[config.mk]
export PLATFORM = sky130hd
export DESIGN_NAME = multi_block_counter_flat
export DESIGN_NICKNAME = d
export VERILOG_FILES = /design/src/rtl/multi_block_counter_pkg.sv /design/src/rtl/multi_block_counter_if.sv /design/src/rtl/multi_block_counter_channel.sv /design/src/rtl/multi_block_counter.sv /design/src/flat_wrapper.sv
export SDC_FILE = /design/constraint.sdc
export NUM_CORES = 1
export LEC_CHECK = 0
export CAP_MARGIN = 20
export CORE_ASPECT_RATIO = 0.7
export CORE_MARGIN = 1.5
export CORE_UTILIZATION = 52
export DETAILED_ROUTE_END_ITERATION = 16
export MAX_ROUTING_LAYER = met4
export PLACE_DENSITY = 0.86
export SYNTH_ARGS = -nofsm -noshare
export SYNTH_HDL_FRONTEND = slang
export SYNTH_HIERARCHICAL = 1
export SYNTH_SLANG_ARGS = --single-unit
[constraint.sdc]
create_clock -name clk -period 3.6 [get_ports clk]
set_input_delay 0.72 -clock clk [delete_from_list [all_inputs] [get_ports clk]]
set_output_delay 0.72 -clock clk [all_outputs]
set_load 0.02 [all_outputs]
[src/rtl/multi_block_counter_pkg.sv]
// Shared types and constants for the multi-channel block counter.
package multi_block_counter_pkg;

    typedef enum logic [1:0] {IDLE, RUN, HOLD} blk_state_t;

    localparam logic MODE_WRAP = 1'b0;
    localparam logic MODE_STOP = 1'b1;

endpackage

[src/rtl/multi_block_counter_if.sv]
// Control/status bundle between the capture front end and block-processing logic.
interface multi_block_counter_if #(
    parameter int NUM_CH = 4,
    parameter int WIDTH  = 10
);
    logic                      clear;
    logic                      mode;
    logic [WIDTH-1:0]          block_size;
    logic [NUM_CH-1:0]         cnt_up;
    logic [NUM_CH-1:0]         done_ack;
    logic [NUM_CH*WIDTH-1:0]   count_out;
    logic [NUM_CH-1:0]         block_done;
    logic [NUM_CH-1:0]         block_pulse;
    logic [NUM_CH-1:0]         overrun;

    modport master (
        output clear, mode, block_size, cnt_up, done_ack,
        input  count_out, block_done, block_pulse, overrun
    );

    modport slave (
        input  clear, mode, block_size, cnt_up, done_ack,
        output count_out, block_done, block_pulse, overrun
    );
endinterface

[src/rtl/multi_block_counter_channel.sv]
// One counting channel: IDLE/RUN/HOLD FSM, counter, latched limit and sticky overrun.
module block_cnt_channel
    import multi_block_counter_pkg::*;
#(
    parameter int WIDTH = 10
) (
    input  logic             clk,
    input  logic             n_reset,
    input  logic             clear,
    input  logic             mode,
    input  logic [WIDTH-1:0] eff,
    input  logic             cnt_up,
    input  logic             done_ack,
    output logic [WIDTH-1:0] count,
    output logic             block_done,
    output logic             block_pulse,
    output logic             overrun
);
    blk_state_t       state, state_n;
    logic [WIDTH-1:0] limit, limit_n, count_n;
    logic             done_n, pulse_n, ovr_n, take;

    always_ff @(posedge clk or negedge n_reset) begin
        if (!n_reset) begin
            state       <= IDLE;
            count       <= '0;
            limit       <= '0;
            block_done  <= 1'b0;
            block_pulse <= 1'b0;
            overrun     <= 1'b0;
        end else begin
            state       <= state_n;
            count       <= count_n;
            limit       <= limit_n;
            block_done  <= done_n;
            block_pulse <= pulse_n;
            overrun     <= ovr_n;
        end
    end

    // take: this edge accepts a sample into a block; completion is resolved once below
    always_comb begin
        state_n = state;
        count_n = count;
        limit_n = limit;
        done_n  = block_done;
        ovr_n   = overrun;
        pulse_n = 1'b0;
        take    = 1'b0;
        if (clear) begin
            state_n = IDLE;
            count_n = '0;
            done_n  = 1'b0;
            ovr_n   = 1'b0;
        end else begin
            case (state)
                IDLE: if (cnt_up) begin
                    take    = 1'b1;
                    count_n = WIDTH'(1);
                    limit_n = eff;
                end
                RUN: if (cnt_up) begin
                    take = 1'b1;
                    if (block_done) begin
                        count_n = WIDTH'(1);
                        limit_n = eff;
                        done_n  = 1'b0;
                    end else begin
                        count_n = count + WIDTH'(1);
                    end
                end
                HOLD: begin
                    if (done_ack) begin
                        state_n = IDLE;
                        count_n = '0;
                        done_n  = 1'b0;
                        if (cnt_up) begin
                            take    = 1'b1;
                            count_n = WIDTH'(1);
                            limit_n = eff;
                        end
                    end else if (cnt_up) begin
                        ovr_n = 1'b1;
                    end
                end
                default: state_n = IDLE;
            endcase
            if (take) begin
                if (count_n == limit_n) begin
                    pulse_n = 1'b1;
                    done_n  = 1'b1;
                    state_n = (mode == MODE_STOP) ? HOLD : RUN;
                end else begin
                    state_n = RUN;
                end
            end
        end
    end
endmodule

[src/rtl/multi_block_counter.sv]
// Top level: resolves the effective block size and fans out to NUM_CH channels.
module multi_block_counter
    import multi_block_counter_pkg::*;
#(
    parameter int NUM_CH       = 4,
    parameter int WIDTH        = 10,
    parameter int DEFAULT_SIZE = 1000,
    parameter bit USE_DEFAULT  = 1'b1
) (
    input  logic                  clk,
    input  logic                  n_reset,
    multi_block_counter_if.slave  bus
);
    localparam logic [WIDTH-1:0] ZERO_SIZE = USE_DEFAULT ? WIDTH'(DEFAULT_SIZE) : WIDTH'(1);

    logic [WIDTH-1:0] eff;
    assign eff = (bus.block_size == '0) ? ZERO_SIZE : bus.block_size;

    for (genvar i = 0; i < NUM_CH; i++) begin : g_ch
        block_cnt_channel #(.WIDTH(WIDTH)) u_ch (
            .clk         (clk),
            .n_reset     (n_reset),
            .clear       (bus.clear),
            .mode        (bus.mode),
            .eff         (eff),
            .cnt_up      (bus.cnt_up[i]),
            .done_ack    (bus.done_ack[i]),
            .count       (bus.count_out[i*WIDTH +: WIDTH]),
            .block_done  (bus.block_done[i]),
            .block_pulse (bus.block_pulse[i]),
            .overrun     (bus.overrun[i])
        );
    end
endmodule

[src/flat_wrapper.sv]
// flat-port wrapper written by rule: the top's interface ports become plain ports
module multi_block_counter_flat import multi_block_counter_pkg::*;
#(
    parameter int NUM_CH       = 4,
    parameter int WIDTH        = 10,
    parameter int DEFAULT_SIZE = 1000,
    parameter bit USE_DEFAULT  = 1'b1
)
  (clk, n_reset, bus_clear, bus_mode, bus_block_size, bus_cnt_up, bus_done_ack, bus_count_out, bus_block_done, bus_block_pulse, bus_overrun);
  multi_block_counter_if #(.NUM_CH(NUM_CH), .WIDTH(WIDTH)) bus_i ();
  input  logic clk;
  input  logic n_reset;
  input wire logic [$bits(bus_i.clear)-1:0] bus_clear;
  input wire logic [$bits(bus_i.mode)-1:0] bus_mode;
  input wire logic [$bits(bus_i.block_size)-1:0] bus_block_size;
  input wire logic [$bits(bus_i.cnt_up)-1:0] bus_cnt_up;
  input wire logic [$bits(bus_i.done_ack)-1:0] bus_done_ack;
  output wire logic [$bits(bus_i.count_out)-1:0] bus_count_out;
  output wire logic [$bits(bus_i.block_done)-1:0] bus_block_done;
  output wire logic [$bits(bus_i.block_pulse)-1:0] bus_block_pulse;
  output wire logic [$bits(bus_i.overrun)-1:0] bus_overrun;
  assign bus_i.clear = bus_clear;
  assign bus_i.mode = bus_mode;
  assign bus_i.block_size = bus_block_size;
  assign bus_i.cnt_up = bus_cnt_up;
  assign bus_i.done_ack = bus_done_ack;
  assign bus_count_out = bus_i.count_out;
  assign bus_block_done = bus_i.block_done;
  assign bus_block_pulse = bus_i.block_pulse;
  assign bus_overrun = bus_i.overrun;
  multi_block_counter #(.NUM_CH(NUM_CH), .WIDTH(WIDTH), .DEFAULT_SIZE(DEFAULT_SIZE), .USE_DEFAULT(USE_DEFAULT)) u_core (.clk(clk), .n_reset(n_reset), .bus(bus_i));
endmodule
## Yosys cells after proc, flatten, opt, wreduce, memory -nomap -nowiden

Index checks and enable logic that the tools add are counted.

- Input bits: 22
- Output and inout port bits: 52
- Flip-flop bits (word level): 100

- Equal/unequal tests: 24
- Add/sub/neg operators: 4
- Reduce and logical (&&, ||, !) cells: 25
- Multiplexer cells: 146

Operator list:

| kind | count |
|---|---|
| $mux 10 | 45 |
| $pmux 10 s3 | 8 |
| $mux 1 | 64 |
| $add 10x1->10 const B | 4 |
| $eq 10x10->1 | 4 |
| $mux 2 | 17 |
| $ne 4x4->1 const B | 4 |
| $pmux 1 s2 | 8 |
| $pmux 2 s2 | 4 |
| $reduce_bool 2->1 | 8 |
| $ne 3x1->1 const B | 4 |
| $reduce_and 3->1 | 4 |
| $logic_not 10->1 | 1 |
| $eq 2x1->1 const B | 4 |
| $eq 2x2->1 const B | 4 |
| $logic_not 2->1 | 4 |
| $ne 2x2->1 const B | 4 |
| $reduce_and 2->1 | 4 |
| $reduce_or 2->1 | 4 |

## Logic depth before layout (Yosys ltp)

- Depth in word-level cells: 10
- Depth in mapped cells: 11
- Gate-level depth less buffers: 9

## Hierarchy

Netlist, hierarchy kept.

Modules (own cells, without submodules):

| module | times used | cells each | seq. area each (µm²) | area each (µm²) |
|---|---|---|---|---|
| block_cnt_channel at u_core.g_ch[1].u_ch | 1 | 201 | 625.6 | 1783.0 |
| block_cnt_channel at u_core.g_ch[0].u_ch | 1 | 198 | 625.6 | 1766.7 |
| block_cnt_channel at u_core.g_ch[2].u_ch | 1 | 179 | 625.6 | 1739.2 |
| block_cnt_channel at u_core.g_ch[3].u_ch | 1 | 183 | 625.6 | 1692.9 |
| multi_block_counter | 1 | 20 | 0.0 | 111.4 |

## Worst setup path before layout

OpenSTA, ideal clock, no wires.

- Kind: input-to-reg
- Start point: input port bus_block_size[9]
- End point: register u_core.g_ch[0].u_ch.state[0]
- Data arrival time: 3.374 ns
- Path buffers: 1
- Required time: 3.476 ns
- Path slack: 0.102 ns
- Setup time: 0.124 ns
- Cell stages on the path: 9
- Path through: or4_1 > clkbuf_2 > o41ai_1 > and4_1 > a221o_1 > nor3_1 > nor4_2 > nand4_1 > o31a_1

- Word-level cells in the longest chain between the ends: 10
- Elaborated cells between the ends (all ways): 12

Ends and longest elaborated chain:

| element | line | text |
|---|---|---|
| from (decl) | flat_wrapper.sv:15 | `input wire logic [$bits(bus_i.block_size)-1:0] bus_block_size;` |
| $logic_not 10->1 * | multi_block_counter.sv:17 | `assign eff = (bus.block_size == '0) ? ZERO_SIZE : bus.block_size;` |
| $mux 10 * | multi_block_counter.sv:17 |  |
| named net u_core.eff[8] | multi_block_counter.sv:16 | `logic [WIDTH-1:0] eff;` |
| $mux 10, on equally long branches | multi_block_counter_channel.sv:57, multi_block_counter_channel.sv:77, multi_block_counter_channel.sv:64 |  |
| $mux 10, on equally long branches | multi_block_counter_channel.sv:73, multi_block_counter_channel.sv:62 |  |
| $pmux 10 s3 * | multi_block_counter_channel.sv:56 | `case (state)` |
| $mux 10 * | multi_block_counter_channel.sv:50 | `if (clear) begin` |
| $eq 10x10->1 * | multi_block_counter_channel.sv:89 | `if (count_n == limit_n) begin` |
| $mux 2 * | multi_block_counter_channel.sv:89 |  |
| $mux 2 * | multi_block_counter_channel.sv:88 | `if (take) begin` |
| $mux 2 * | multi_block_counter_channel.sv:50 |  |
| to (signal assigned) | multi_block_counter_channel.sv:32 | `state <= state_n;` |
| to (decl) | multi_block_counter_channel.sv:19 | `blk_state_t state, state_n;` |

Mark *: on every way through the listed nets, which the timed path passes. The rest lies on a longest branch. The select of a mux whose other input is x is not followed.
A chain may end at the register's enable or synchronous reset.

## Worst setup path after layout

- Start point: input port bus_block_size[8]
- End point: register u_core.g_ch[2].u_ch.state[0]

- Word-level cells in the longest chain between the ends: 10
- Elaborated cells between the ends (all ways): 12

Ends and longest elaborated chain:

| element | line |
|---|---|
| $logic_not 10->1 * | multi_block_counter.sv:17 |
| $mux 10 * | multi_block_counter.sv:17 |
| named net u_core.eff[3] | multi_block_counter.sv:16 |
| $mux 10, on equally long branches | multi_block_counter_channel.sv:57, multi_block_counter_channel.sv:77, multi_block_counter_channel.sv:64 |
| $mux 10, on equally long branches | multi_block_counter_channel.sv:73, multi_block_counter_channel.sv:62 |
| $pmux 10 s3 * | multi_block_counter_channel.sv:56 |
| $mux 10 * | multi_block_counter_channel.sv:50 |
| $eq 10x10->1 * | multi_block_counter_channel.sv:89 |
| $mux 2 * | multi_block_counter_channel.sv:89 |
| $mux 2 * | multi_block_counter_channel.sv:88 |
| $mux 2 * | multi_block_counter_channel.sv:50 |
| to (signal assigned) | multi_block_counter_channel.sv:32 |
| to (decl) | multi_block_counter_channel.sv:19 |

Marked as above.

==> impl_metrics.ini <==
[grt]
use_met1 = 0.4287
grt_use_total = 0.2912
antenna_found_initial = 0
met2_usage = 0.4279
grt_max_degree = 70
grt_pass1_wl_mm = 32.33
first_global_vias = 6200
top_usage_layer = met1
grt_util_met3 = 0.05036
grt_remaining_overflow = 0

[job]
max-cap-violations = 0

[placed_design]
place_congestion = 0.9832
place_hpwl_mm = 14.34
dp_slack_ns = -0.2038
place_area_um2 = 8085
port_buffers = 73

[floorplan]
coreArea_um2 = 13230
fp.dieW_um = 142.6
pin_count = 74
die_area_um2 = 14360
fp.dieH_um = 100.7
initial_core_util = 0.5363
rows = 35

[synth]
ys_warn_count = 6
synth_ff_type = dfrtp_1
synth_commonest_cells = dfrtp_1, nand2_1, nor2_1
syn_avg_cell_area_um2 = 9.082
synth_edf_count = 0
synth_nets = 823
ys_async_sr_fraction = 1.000
synth.top_cell.area_share = 0.3528
synth_most_common_cell = dfrtp_1
seq_area_frac_synth = 0.3528
yosys.area.top_type = dfrtp_1
netlist_area_um2 = 7093
netlist_instances = 781
ys_seq_elements = 100
ys_types = 97
synth.area.top_cells = dfrtp_1, a22o_1, ha_1

[layout]
syn_to_final_growth_pct = 18.17
post-route-util = 0.6338
fin_area_um2 = 8382
nets = 899
drive_above_1_share = 0.1183
num_antenna_cells = 0

[sta]
max_freq_mhz = 291.9
fin_hold_ws_ns = 0.4811
hold_viol = 0
relSlewSlack = 0.4022
setup-tns-final_ns = 0
setup_violations = 0
fin_ws_ns = 0.1743
fin_crit_ns = 3.426
rsz0062_at_grt = no
slew_violations = 0
tightest_slew_ns = 0.8967
fin_skew_ns = 0.007367
fin_crit_sh = 0.9516

[route]
drt_iter0_drc = 904
postRouteAntennaNets = 0
vias_per_cell = 6.558
drc_errors = 0
via_count = 6866
wire_per_inst_um = 19.10
firstDrtPassIters = 6
routed_wirelength_mm = 20.00

[cts]
worstSkewPairLatency_ns = 0.34
root_buffer = clkbuf_16
path_clk_slew_ns = 0.07
cts_tree = done
post_cts_buffers = 0
numCtsBuffers = 9
cts-htree-levels = 3
clockBufferDepth = 2
cts.sinks = 100

[critical_path]
r2r-end = u_core/g_ch[1].u_ch/state[0]$_DFFE_PN0P_
start_kind = input port
cp-end-kind = flip-flop
r2r_setup_slack_ns = 0.51
critical_path.max_fanout = 5
critPathArrivalTime_ns = 3.66
reg2reg_depth = 9
r2r_start = u_core/g_ch[1].u_ch/state[1]$_DFFE_PN0P_
cp.required_ns = 3.83
path_class = input port to flip-flop

[pwr]
p_leak_nw = 3.506
peakVddDrop_v = 0.0003210
power_density_nw_per_um2 = 363.1

[hold_path]
hold_path_class = input port to async pin

[outcome]
status = finished, final reports clean
## where the power goes
group / leakage [nW] / internal, mW / switching [mW] / total [mW]
clock network: 0.135 / 0.511 / 0.434 / 0.945
logic: 2.04 / 0.335 / 0.455 / 0.790
registers: 1.33 / 1.23 / 0.0808 / 1.31
total: 3.51 / 2.07 / 0.970 / 3.04
## cells by family (layout without fill, tap and decap cells)
group,after synthesis,in the layout,share of synthesized area
compound gates,228,228,0.2494
xor+xnor,29,29,0.03581
fa+ha+maj,20,20,0.03528
buf+inv,81,162,0.05450
flops,100,100,0.3528
mux,11,11,0.01711
simple gates,312,312,0.2551
## area by class of cell
cell class	instances	area [um^2]
clock buffer	12	256.5
clock inverter	4	32.53
fill	1112	4843
inverter	35	131.4
multi-input combinational	600	4219
sequential	100	2502
tap	185	231.5
timing repair buffer	111	1008
## how the worst max path moves through the flow
stage,from,end,slack [ns],cells after the start
global placement,bus_block_size[8],u_core/g_ch[1].u_ch/block_pulse$_DFF_PN0_,-0.08,10
CTS,bus_block_size[9],u_core/g_ch[0].u_ch/state[0]$_DFFE_PN0P_,0.14,9
global route,bus_block_size[8],u_core/g_ch[1].u_ch/block_pulse$_DFF_PN0_,0.05,10
finish,bus_block_size[8],u_core/g_ch[2].u_ch/state[0]$_DFFE_PN0P_,0.17,10
floorplan,bus_block_size[9],u_core/g_ch[0].u_ch/state[0]$_DFFE_PN0P_,0.10,9
detailed placement,bus_block_size[9],u_core/g_ch[0].u_ch/state[0]$_DFFE_PN0P_,-0.20,9
## sequential cells by signal, summed over array words and instances (netlist names)
name,count
u_core/g_ch.u_ch/count,40
u_core/g_ch.u_ch/limit,40
u_core/g_ch.u_ch/state,8
u_core/g_ch.u_ch/block_done,4
u_core/g_ch.u_ch/block_pulse,4
u_core/g_ch.u_ch/overrun,4
## critical path: stages
cell and delay (ns):
clkdlybuf4s50_1 0.49, or4_1 0.58, buf_4 0.18, o41ai_1 0.49, buf_4 0.22, a22oi_1 0.10
xnor2_1 0.17, nor3_1 0.22, nand4_2 0.19, o31a_1 0.31
## what timing repair did
action,4_1_cts,5_1_grt
hold buffers,0,0
resized for setup,0,1
endpoints found under the setup margin,0,2
## placed cells by master, fill, tap and decap left out, drive strengths merged, types with 8 or more instances in the layout
cell type / count
a211oi: 12
a21boi: 8
a21oi: 25
a22o: 33
a22oi: 23
a31oi: 9
and2: 12
and3: 14
buf: 40
clkbuf: 12
clkdlybuf4s50: 71
dfrtp: 100
ha: 20
inv: 35
mux2: 9
nand2: 50
nand2b: 12
nand3: 29
nand3b: 9
nand4: 23
nor2: 51
nor2b: 20
nor3: 26
nor4: 19
o211ai: 9
o21ai: 31
xnor2: 13
xor2: 16
## routing by layer
metal | wire (um) | vias up
met5 | 0 | -
met4 | 180 | 0
met3 | 1808 | 31
met2 | 8989 | 362
met1 | 9018 | 3365
li1 | - | 3108
## per-stage QoR
stage | power (mW) | instances
final | 3.043 | 1047
after global routing | 3.175 | 1047
after CTS | 3.040 | 1047
after detailed placement | 2.084 | 1031
after global placement | 2.060 | 1031
after floorplan | 1.859 | 781
Power figures use the tool's default switching activity.
